==> config.mk <==
export PLATFORM = sky130hd
export DESIGN_NAME = dump_sm
export DESIGN_NICKNAME = d
export VERILOG_FILES = /design/src/rtl/dso_pkg.sv /design/src/rtl/dump_sm.sv
export SDC_FILE = /design/constraint.sdc
export NUM_CORES = 1
export LEC_CHECK = 0
export ABC_CLOCK_PERIOD_IN_PS = 6000
export CORE_ASPECT_RATIO = 0.75
export CORE_MARGIN = 2
export CORE_UTILIZATION = 50
export DETAILED_ROUTE_END_ITERATION = 10
export PLACE_DENSITY = 0.89
export SLEW_MARGIN = 20
export SYNTH_ARGS = -nofsm -noshare
export SYNTH_HDL_FRONTEND = slang
export SYNTH_SLANG_ARGS = --single-unit
==> constraint.sdc <==
create_clock -name clk -period 6 [get_ports clk]
set_clock_uncertainty 0.2 [all_clocks]
set_input_delay 0.6 -clock clk [delete_from_list [all_inputs] [get_ports clk]]
set_output_delay 0.6 -clock clk [all_outputs]
set_load 0.005 [all_outputs]
==> src/rtl/dso_pkg.sv <==
// ============================================================================
// dso_pkg : shared types and channel codes for the capture/dump state machines
// Rev 1.0
// ============================================================================
`default_nettype none

package dso_pkg;

   typedef enum logic [1:0] {
      IDLE    = 2'd0,
      READ    = 2'd1,
      LATCH   = 2'd2,
      WAIT_TX = 2'd3
   } dump_state_t;

   localparam logic [1:0] CH1    = 2'b00;
   localparam logic [1:0] CH2    = 2'b01;
   localparam logic [1:0] CH3    = 2'b10;
   localparam logic [1:0] CH_INV = 2'b11;

   // Byte returned by the RAM mux when the invalid channel code is selected.
   localparam logic [7:0] INVALID_BYTE = 8'h42;

endpackage

`default_nettype wire

==> src/rtl/dump_sm.sv <==
// ============================================================================
// dump_sm : walks one channel's circular capture buffer oldest-to-newest and
//           feeds each byte to the UART transmitter.
// Rev 1.0
// ============================================================================
`default_nettype none

module dump_sm
   import dso_pkg::*;
#(
   parameter int DEPTH  = 512,
   parameter int ADDR_W = 9
)(
   input  logic              clk,
   input  logic              rst_n,
   input  logic              dump_start,
   input  logic [1:0]        dump_chan,
   input  logic [ADDR_W-1:0] start_addr,
   input  logic [7:0]        read_data,
   input  logic              tx_done,
   output logic              dump_en,
   output logic [ADDR_W-1:0] addr,
   output logic [1:0]        ch_sel,
   output logic [7:0]        tx_data,
   output logic              trmt,
   output logic              busy,
   output logic              dump_done,
   output logic              dump_err
);

   localparam logic [ADDR_W:0] LAST_CNT = (ADDR_W+1)'(DEPTH - 1);

   dump_state_t       r_state;
   logic [ADDR_W-1:0] r_base;
   logic [ADDR_W:0]   r_cnt;
   logic [7:0]        r_tx_data;
   logic [ADDR_W-1:0] w_next_addr;

   assign w_next_addr = r_base + r_cnt[ADDR_W-1:0] + ADDR_W'(1);

   // RAM data only arrives in LATCH, so the byte is passed through in that
   // cycle (aligned with trmt) and held from the register afterwards.
   assign tx_data = (r_state == LATCH) ? read_data : r_tx_data;

   always_ff @(posedge clk) begin
      if (!rst_n) begin
         r_state   <= IDLE;
         r_base    <= '0;
         r_cnt     <= '0;
         r_tx_data <= '0;
         dump_en   <= 1'b0;
         addr      <= '0;
         ch_sel    <= 2'b00;
         trmt      <= 1'b0;
         busy      <= 1'b0;
         dump_done <= 1'b0;
         dump_err  <= 1'b0;
      end else begin
         trmt      <= 1'b0;
         dump_done <= 1'b0;
         dump_err  <= 1'b0;
         case (r_state)
            IDLE: begin
               if (dump_start) begin
                  if (dump_chan == CH_INV) begin
                     dump_err <= 1'b1;
                  end else begin
                     ch_sel  <= dump_chan;
                     r_base  <= start_addr;
                     r_cnt   <= '0;
                     busy    <= 1'b1;
                     dump_en <= 1'b1;
                     addr    <= start_addr;
                     r_state <= READ;
                  end
               end
            end
            READ: begin
               dump_en <= 1'b0;
               trmt    <= 1'b1;
               r_state <= LATCH;
            end
            LATCH: begin
               r_tx_data <= read_data;
               r_state   <= WAIT_TX;
            end
            WAIT_TX: begin
               if (tx_done) begin
                  if (r_cnt == LAST_CNT) begin
                     dump_done <= 1'b1;
                     busy      <= 1'b0;
                     r_state   <= IDLE;
                  end else begin
                     r_cnt   <= r_cnt + 1'b1;
                     addr    <= w_next_addr;
                     dump_en <= 1'b1;
                     r_state <= READ;
                  end
               end
            end
            default: r_state <= IDLE;
         endcase
      end
   end

endmodule

`default_nettype wire

==> results of run 1 <==
-- cell usage in the layout, fill, tap and decap left out, types with 2 or more instances in the layout --
cell type        instances
and2_1                  11
a211oi_1                 5
xnor2_1                  3
clkdlybuf4s50_1         46
clkinvlp_4               3
nand2_1                 37
o22ai_1                  8
inv_1                   11
mux2_2                   8
o31ai_1                  2
dfxtp_1                 45
o21a_1                   2
a21o_1                   3
clkbuf_8                 5
and4_1                   3
or4_1                    2
nand4_1                  2
or3_1                    6
xor2_1                   2
ha_1                    14
a31oi_1                  2
a21oi_1                 33
o21ai_0                  6
nor2_1                  17
o31a_1                   2
mux2i_1                  4
a41oi_1                  2
nand3_1                  7
nor3_1                   6
o211ai_1                 4
o21ai_1                  3
-- state kept, by name, indices dropped and copies added (netlist names) --
register,count
r_base,9
ch_sel,2
addr,9
trmt,1
dump_err,1
r_state,2
r_tx_data,8
dump_en,1
r_cnt,10
busy,1
dump_done,1
-- cell families after synthesis --
logic type | count (synthesis) | synth area share, %
buf+inv | 26 | 4.60
compound gates | 77 | 20.8
fa+ha+maj | 15 | 8.24
xor+xnor | 5 | 1.85
mux | 13 | 5.97
simple gates | 97 | 20.5
flops | 45 | 38.0
-- cell type report --
type	count	area, um2	share of cell area, %
tap	57	71.3	2.43
clock buffer	5	68.8	2.34
multi-input combinational	207	1360	46.3
clock inverter	3	22.5	0.767
inverter	12	45.0	1.53
timing repair buffer	47	468	15.9
sequential	45	901	30.7
-- report_power, final --
| group | total (mW) | internal [mW] | switching (mW) | leakage [nW] |
|---|---|---|---|---|
| Sequential | 0.396 | 0.361 | 0.0342 | 0.367 |
| Clock | 0.192 | 0.0817 | 0.110 | 0.0364 |
| Combinational | 0.479 | 0.230 | 0.250 | 0.665 |
-- how the worst max path moves through the flow --
stage	depth (start not counted)	to	slack [ps]
after global routing	7	r_cnt[8]	2600
after global placement	4	r_cnt[9]	2670
after CTS	7	r_cnt[8]	2840
after floorplan	8	r_cnt[9]	3780
after detailed placement	4	r_cnt[9]	2620
final	7	r_cnt[8]	2780
-- stage by stage --
stage	hold WS [ps]	power, mW
final	264	1.07
after global routing	283	1.13
after CTS	266	1.07
after detailed placement	251	0.877
after global placement	244	0.861
after floorplan	236	0.695
-- routing by layer --
layer  part of all wire [%]  wire, um  vias up
li1                       -         -     1076
met1                     47      2580      993
met2                     45      2450       77
met3                    7.0       387        8
met4                    1.4        76        0
met5                      0         0        -
-- worst reg2reg max path, stage by stage, from the launching register on --
cell and delay (ps):
dfxtp_1 360, ha_1 310, buf_4 260, inv_2 200, o221ai_4 200, a211oi_2 980
nand2_1 390, o22ai_1 250
-- synth_stat cells, types with 7 or more instances --
| master | number | area share (%) |
|---|---|---|
| a21oi_1 | 33 | 7.0 |
| and2_1 | 11 | 2.9 |
| clkbuf_1 | 10 | 1.6 |
| dfxtp_1 | 45 | 38 |
| ha_1 | 14 | 7.4 |
| inv_1 | 11 | 1.7 |
| mux2_2 | 8 | 3.8 |
| nand2_1 | 37 | 5.9 |
| nand3_1 | 7 | 1.5 |
| nor2_1 | 17 | 2.7 |
| o22ai_1 | 8 | 2.1 |
==> summary.md, run 1 <==
| Metric | Value |
|---|---|
| Status | completed |
| # diodes | 0 |
| Placed Cells | 368 |
| First-pass DRT Iterations | 4 |
| Main flop type after synthesis | dfxtp_1 |
| Routed len/inst | 14.6 um |
| Fillers | 390 |
| Slew headroom | 22.6% |
| Post-route ant nets | 0 |
| Grt met3 use | 4.19% |
| Worst path bufs/invs | 2 |
| Length in cells of the worst reg-to-reg path | 7 |
| Final Hold Vio Count | 0 |
| Fin crit period | 3220 ps |
| Largest net degree at the start of global routing | 30 |
| PD cells | 363 mW/mm2 |
| Worst skew pair latency | 310 ps |
| Post-CTS sizing | 0 |
| Met1 global-route usage | 27.9% |
| Fin area | 0.00294 mm2 |
| Core area | 0.00452 mm2 |
| Initial core utilization | 52.4% |
| Syn. warnings | 0 |
| Critical Path RT | 6030 ps |
| TNS Setup | 0 ps |
| CTS tree | built |
| Worst-path clk slew | 90 ps |
| CP Cell Sequence | ha_1 -> buf_4 -> inv_2 -> o221ai_4 -> a211oi_2 -> nand2_1 -> o22ai_1 |
| CTS sink count | 45 |
| Non-Filler Instances | 376 |
| Hold_sp | addr[1] |
| Utilization after layout | 65.0% |
| Input/output buffers | 46 |
| Mapped Area | 0.00237 mm2 |
| Class of the worst hold path | flop to flop |
| Die H | 63.6 um |
| CP endpoint kind | flop |
| Top Usage Layer GRT | met2 |
| Layout cell share with drive strength beyond 1 | 6.58% |
| Total global routing overflow | 0 |
| Top Ports | 47 |
| Distinct cells, synth | 45 |
| Met2 usage | 34.1% |
| Mapped Cells | 278 |
| Data arrival, critical path | 3260 ps |
| Syn_area_per_cell | 8.52 um2 |
| Syn_nets | 316 |
| Cell Area, Placed | 0.00284 mm2 |
| Hold Crit Depth | 2 |
| Worst r2r dst | r_cnt[8] |
| RSZ-0062 raised after global routing | no |
| Crit-path max FO | 26 |
| HPWL Detailed | 3930 um |
| Cts hold-fix bufs | 0 |
| Leakage power | 1.07 nW |
| Critical Path Max Stage Delay | 980 ps |
| GP Congestion | 0.847 |
| VDD IR max | 0.331 mV |
| Mean number of vias per cell | 5.73 |
| Crit. Startpoint | r_state[0] |
| Post-synth EDFFs | 0 |
| TritonCTS buffer count | 5 |
| Achievable Freq | 310 MHz |
| Die ar. | 0.00531 mm2 |
| Post-synth ARST share | 0% |
| Worst slew pin tran | 1160 ps |
| Worst setup SP type | flop |
| Setup Crit Path Kind | flop to flop |
| Worst slack, placed | 2620 ps |
| Via Count | 2154 |
| CP max stage cell | a211oi_2 |
| Clock Root Buffer | clkbuf_8 |
| Worst hold path endpoint | addr[1] |
| Row count | 21 |
| Drt initial violations | 200 |
| Max Cap Viol | 0 |
| Postcts setup bufs | 0 |
| DRC viols | 0 |
| Initial antenna violation count | 0 |
| Final setup vio count | 0 |
| CTS Buffer Depth | 2 |
| Worst path top cell family by delay | compound AO/OA/AOI/OAI gates |
| Global Route Usage Sum | 21.1% |
| First-pass GRT wire length | 8960 um |
| Final worst-path cycle share | 53.7% |
| Pins Over Slew Limit | 0 |
| Vias in the first global route | 1988 |
| R2R Path Start | r_state[0] |
| H-tree depth | 2 |
| Area delta synth->final | 23.9% |
| DRT Wirelength | 5500 um |
| Die width | 83.5 um |
| Register area share after synthesis | 38.0% |
| # nets final | 356 |
| Flops & latches, synth | 45 |
| R2r setup slk | 2780 ps |
| Setup WS post-layout | 2780 ps |
No activity file was read; power rests on OpenSTA's default activity.
==> run 2, diff against run 1 <==
--- a/config.mk
+++ b/config.mk
@@ -5,12 +5,12 @@
 export SDC_FILE = /design/constraint.sdc
 export NUM_CORES = 1
 export LEC_CHECK = 0
-export ABC_CLOCK_PERIOD_IN_PS = 6000
+export ABC_CLOCK_PERIOD_IN_PS = 2650
 export CORE_ASPECT_RATIO = 0.75
 export CORE_MARGIN = 2
-export CORE_UTILIZATION = 50
+export CORE_UTILIZATION = 46
 export DETAILED_ROUTE_END_ITERATION = 10
-export PLACE_DENSITY = 0.89
+export PLACE_DENSITY = 0.86
 export SLEW_MARGIN = 20
 export SYNTH_ARGS = -nofsm -noshare
 export SYNTH_HDL_FRONTEND = slang
==> constraint.sdc (replaced) <==
create_clock -name clk -period 2.65 [get_ports clk]
set_clock_uncertainty 0.2 [all_clocks]
set_input_delay 0.265 -clock clk [delete_from_list [all_inputs] [get_ports clk]]
set_output_delay 0.265 -clock clk [all_outputs]
set_load 0.005 [all_outputs]
==> run 2 against run 1 <==
  * Sequential power up 130%
  * Critical path depth fell by 3
  * Worst hold slack improved by 1.2 ps
  * Non-clock buffer count up 6
  * Via count is 1.4% higher
  * First-iteration DRC count fell by 6.0%
  * Critical path type is now flop to primary output
  * Highest routed layer unchanged
==> summary.md, run 2 (synthesis gave the netlist of run 1 again) <==
| Metric | Value |
|---|---|
| PnR Total Power | 2.67 mW (was 1.07 mW) |
| Worst slew pin tran | 534 ps (was 1160 ps) |
| R2r setup slk | 160 ps (was 2780 ps) |
| Mean number of vias per cell | 5.67 (was 5.73) |
| CTS sink count | 45 (unchanged) |
| HPWL Detailed | 4200 um (was 3930 um) |
| Data arrival, critical path | 2060 ps (was 3260 ps) |
| Max Cap Viol | 0 (unchanged) |
| Leakage power | 1.13 nW (was 1.07 nW) |
| CTS tree | built (unchanged) |
| CP endpoint kind | primary output (was flop) |
| First-pass GRT wire length | 9740 um (was 8960 um) |
| Die H | 66.1 um (was 63.6 um) |
| Biggest register | r_cnt (unchanged) |
| RSZ-0062 raised after global routing | no (unchanged) |
| Initial core utilization | 48.1% (was 52.4%) |
| Worst r2r dst | r_cnt[6] (was r_cnt[8]) |
| Worst skew pair latency | 310 ps (about the same) |
| CP max stage cell | clkdlybuf4s50_1 (was a211oi_2) |
| Post-CTS sizing | 0 (unchanged) |
| Die width | 86.9 um (was 83.5 um) |
| Cts hold-fix bufs | 0 (unchanged) |
| Vias in the first global route | 2055 (was 1988) |
| Clock Root Buffer | clkbuf_8 (unchanged) |
| Die ar. | 0.00574 mm2 (was 0.00531 mm2) |
| Max reg flops | 10 (unchanged) |
| VDD IR max | 0.529 mV (was 0.331 mV) |
| Hold_sp | r_base[0] (was addr[1]) |
| Hold Crit Depth | 2 (unchanged) |
| Worst hold path endpoint | r_base[0] (was addr[1]) |
| Pins Over Slew Limit | 0 (unchanged) |
| Largest registers | r_cnt: 10 flops, addr: 9 flops, r_base: 9 flops (unchanged) |
| # nets final | 362 (was 356) |
| TNS Setup | 0 ps (unchanged) |
| Crit-path max FO | 8 (was 26) |
| R2R Path Start | r_cnt[0] (was r_state[0]) |
| Top Ports | 47 (unchanged) |
| Status | completed (unchanged) |
| Critical Path Max Stage Delay | 450 ps (was 980 ps) |
| CTS Buffer Depth | 2 (unchanged) |
| First-pass DRT Iterations | 4 (unchanged) |
| GP Congestion | 0.836 (was 0.847) |
| Worst path top cell family by delay | buffers and inverters (was compound AO/OA/AOI/OAI gates) |
| Final worst-path cycle share | 95.4% |
| Fin crit period | 2530 ps |
| Post-route ant nets | 0 (unchanged) |
| Worst path bufs/invs | 2 (unchanged) |
| Worst setup SP type | flop (unchanged) |
| DRC viols | 0 (unchanged) |
| # diodes | 0 (unchanged) |
| Input/output buffers | 46 (unchanged) |
| Via Count | 2184 (was 2154) |
| Area delta synth->final | 27.8% (was 23.9%) |
| DRT Wirelength | 5860 um (was 5500 um) |
| Worst-path clk slew | 90 ps (about the same) |
| Drt initial violations | 188 (was 200) |
| Achievable Freq | 396 MHz |
| Routed len/inst | 15.2 um (was 14.6 um) |
| Critical Path RT | 2180 ps (was 6030 ps) |
| Global Route Usage Sum | 21.7% (was 21.1%) |
| Final setup vio count | 0 (unchanged) |
| Commonest non-fill, non-tap cell in the layout | clkdlybuf4s50_1 (unchanged) |
| CP Cell Sequence | inv_1 -> ha_1 -> mux2_2 -> clkdlybuf4s50_1 (was ha_1 -> buf_4 -> inv_2 -> o221ai_4 -> a211oi_2 -> nand2_1 -> o22ai_1) |
| H-tree depth | 2 (unchanged) |
| Row count | 22 (was 21) |
| Length in cells of the worst reg-to-reg path | 7 (unchanged) |
| Postcts setup bufs | 0 (unchanged) |
| Total global routing overflow | 0 (unchanged) |
| Slew headroom | 63.9% (was 22.6%) |
| Setup Crit Path Kind | flop to primary output (was flop to flop) |
| Layout cell share with drive strength beyond 1 | 8.31% (was 6.58%) |
| PD cells | 882 mW/mm2 (was 363 mW/mm2) |
| TritonCTS buffer count | 5 (unchanged) |
| Largest net degree at the start of global routing | 32 (was 30) |
| Initial antenna violation count | 0 (unchanged) |
| Most frequent cells in the layout | clkdlybuf4s50_1, dfxtp_1, nand2_1 (unchanged) |
| Class of the worst hold path | flop to flop (unchanged) |
| Core area | 0.00493 mm2 (was 0.00452 mm2) |
| Final Hold Vio Count | 0 (unchanged) |
run 2: cell types whose count changed in the layout (fill, tap and decap cells not counted):
cell | previous run | this run
buf_4 | 1 | 7
clkinvlp_4 | 3 | 0
bufinv_16 | 0 | 2
clkinv_2 | 0 | 1
run 2: power breakdown:
group / switching (mW) / leakage [nW] / internal (mW) / total (mW)
Combinational: 0.586 / 0.694 / 0.556 / 1.14
Clock: 0.254 / 0.0681 / 0.375 / 0.629
Sequential: 0.0817 / 0.367 / 0.818 / 0.900
run 2: how the worst max path moves through the flow:
| stage | depth (start not counted) | endpoint | from | slack [ps] |
|---|---|---|---|---|
| finish | 4 | tx_data[4] | r_state[0] | 120 |
| global route | 4 | tx_data[2] | r_state[0] | 4 |
| CTS | 4 | tx_data[2] | r_state[0] | 120 |
| detailed placement | 8 | addr[3] | r_state[1] | 200 |
| global placement | 7 | addr[5] | r_cnt[0] | 290 |
| floorplan | 8 | r_cnt[9] | r_state[0] | 430 |
run 2: worst reg2reg max path, cell delays in order, from the launching register on:
cell and delay, ps:
dfxtp_1 420, ha_1 260, nand3_1 200, nor4_4 540, a211o_1 350, buf_4 200, a21oi_1 50, o22ai_1 170
run 2: per-stage QoR:
| step | area (um2) | utilization [%] | hold slack [ps] | instances | setup WS [ps] |
|---|---|---|---|---|---|
| 6_report | 3030 | 61.4 | 265 | 385 | 123 |
| 5_1_grt | 3030 | 61.4 | 288 | 385 | 4.27 |
| 4_1_cts | 3030 | 61.4 | 267 | 385 | 120 |
| 3_5_place_dp | 2890 | 58.7 | 253 | 377 | 200 |
| 3_3_place_gp | 2890 | 58.7 | 246 | 377 | 292 |
| 2_1_floorplan | 2370 | - | 201 | 278 | 426 |
run 2: final cells by class:
class	instances	area (um2)
timing repair buffer	53	513
sequential	45	901
inverter	12	45.0
fill	428	1900
tap	60	75.1
multi-input combinational	207	1360
clock inverter	3	65.1
clock buffer	5	68.8
run 2: per-layer routing:
metal	wire [um]	track usage, %	vias to the layer above
met2	2640	34.2	67
met4	77	8.20	0
met5	0	0	-
met1	2780	28.9	1018
li1	-	-	1092
met3	363	4.87	7
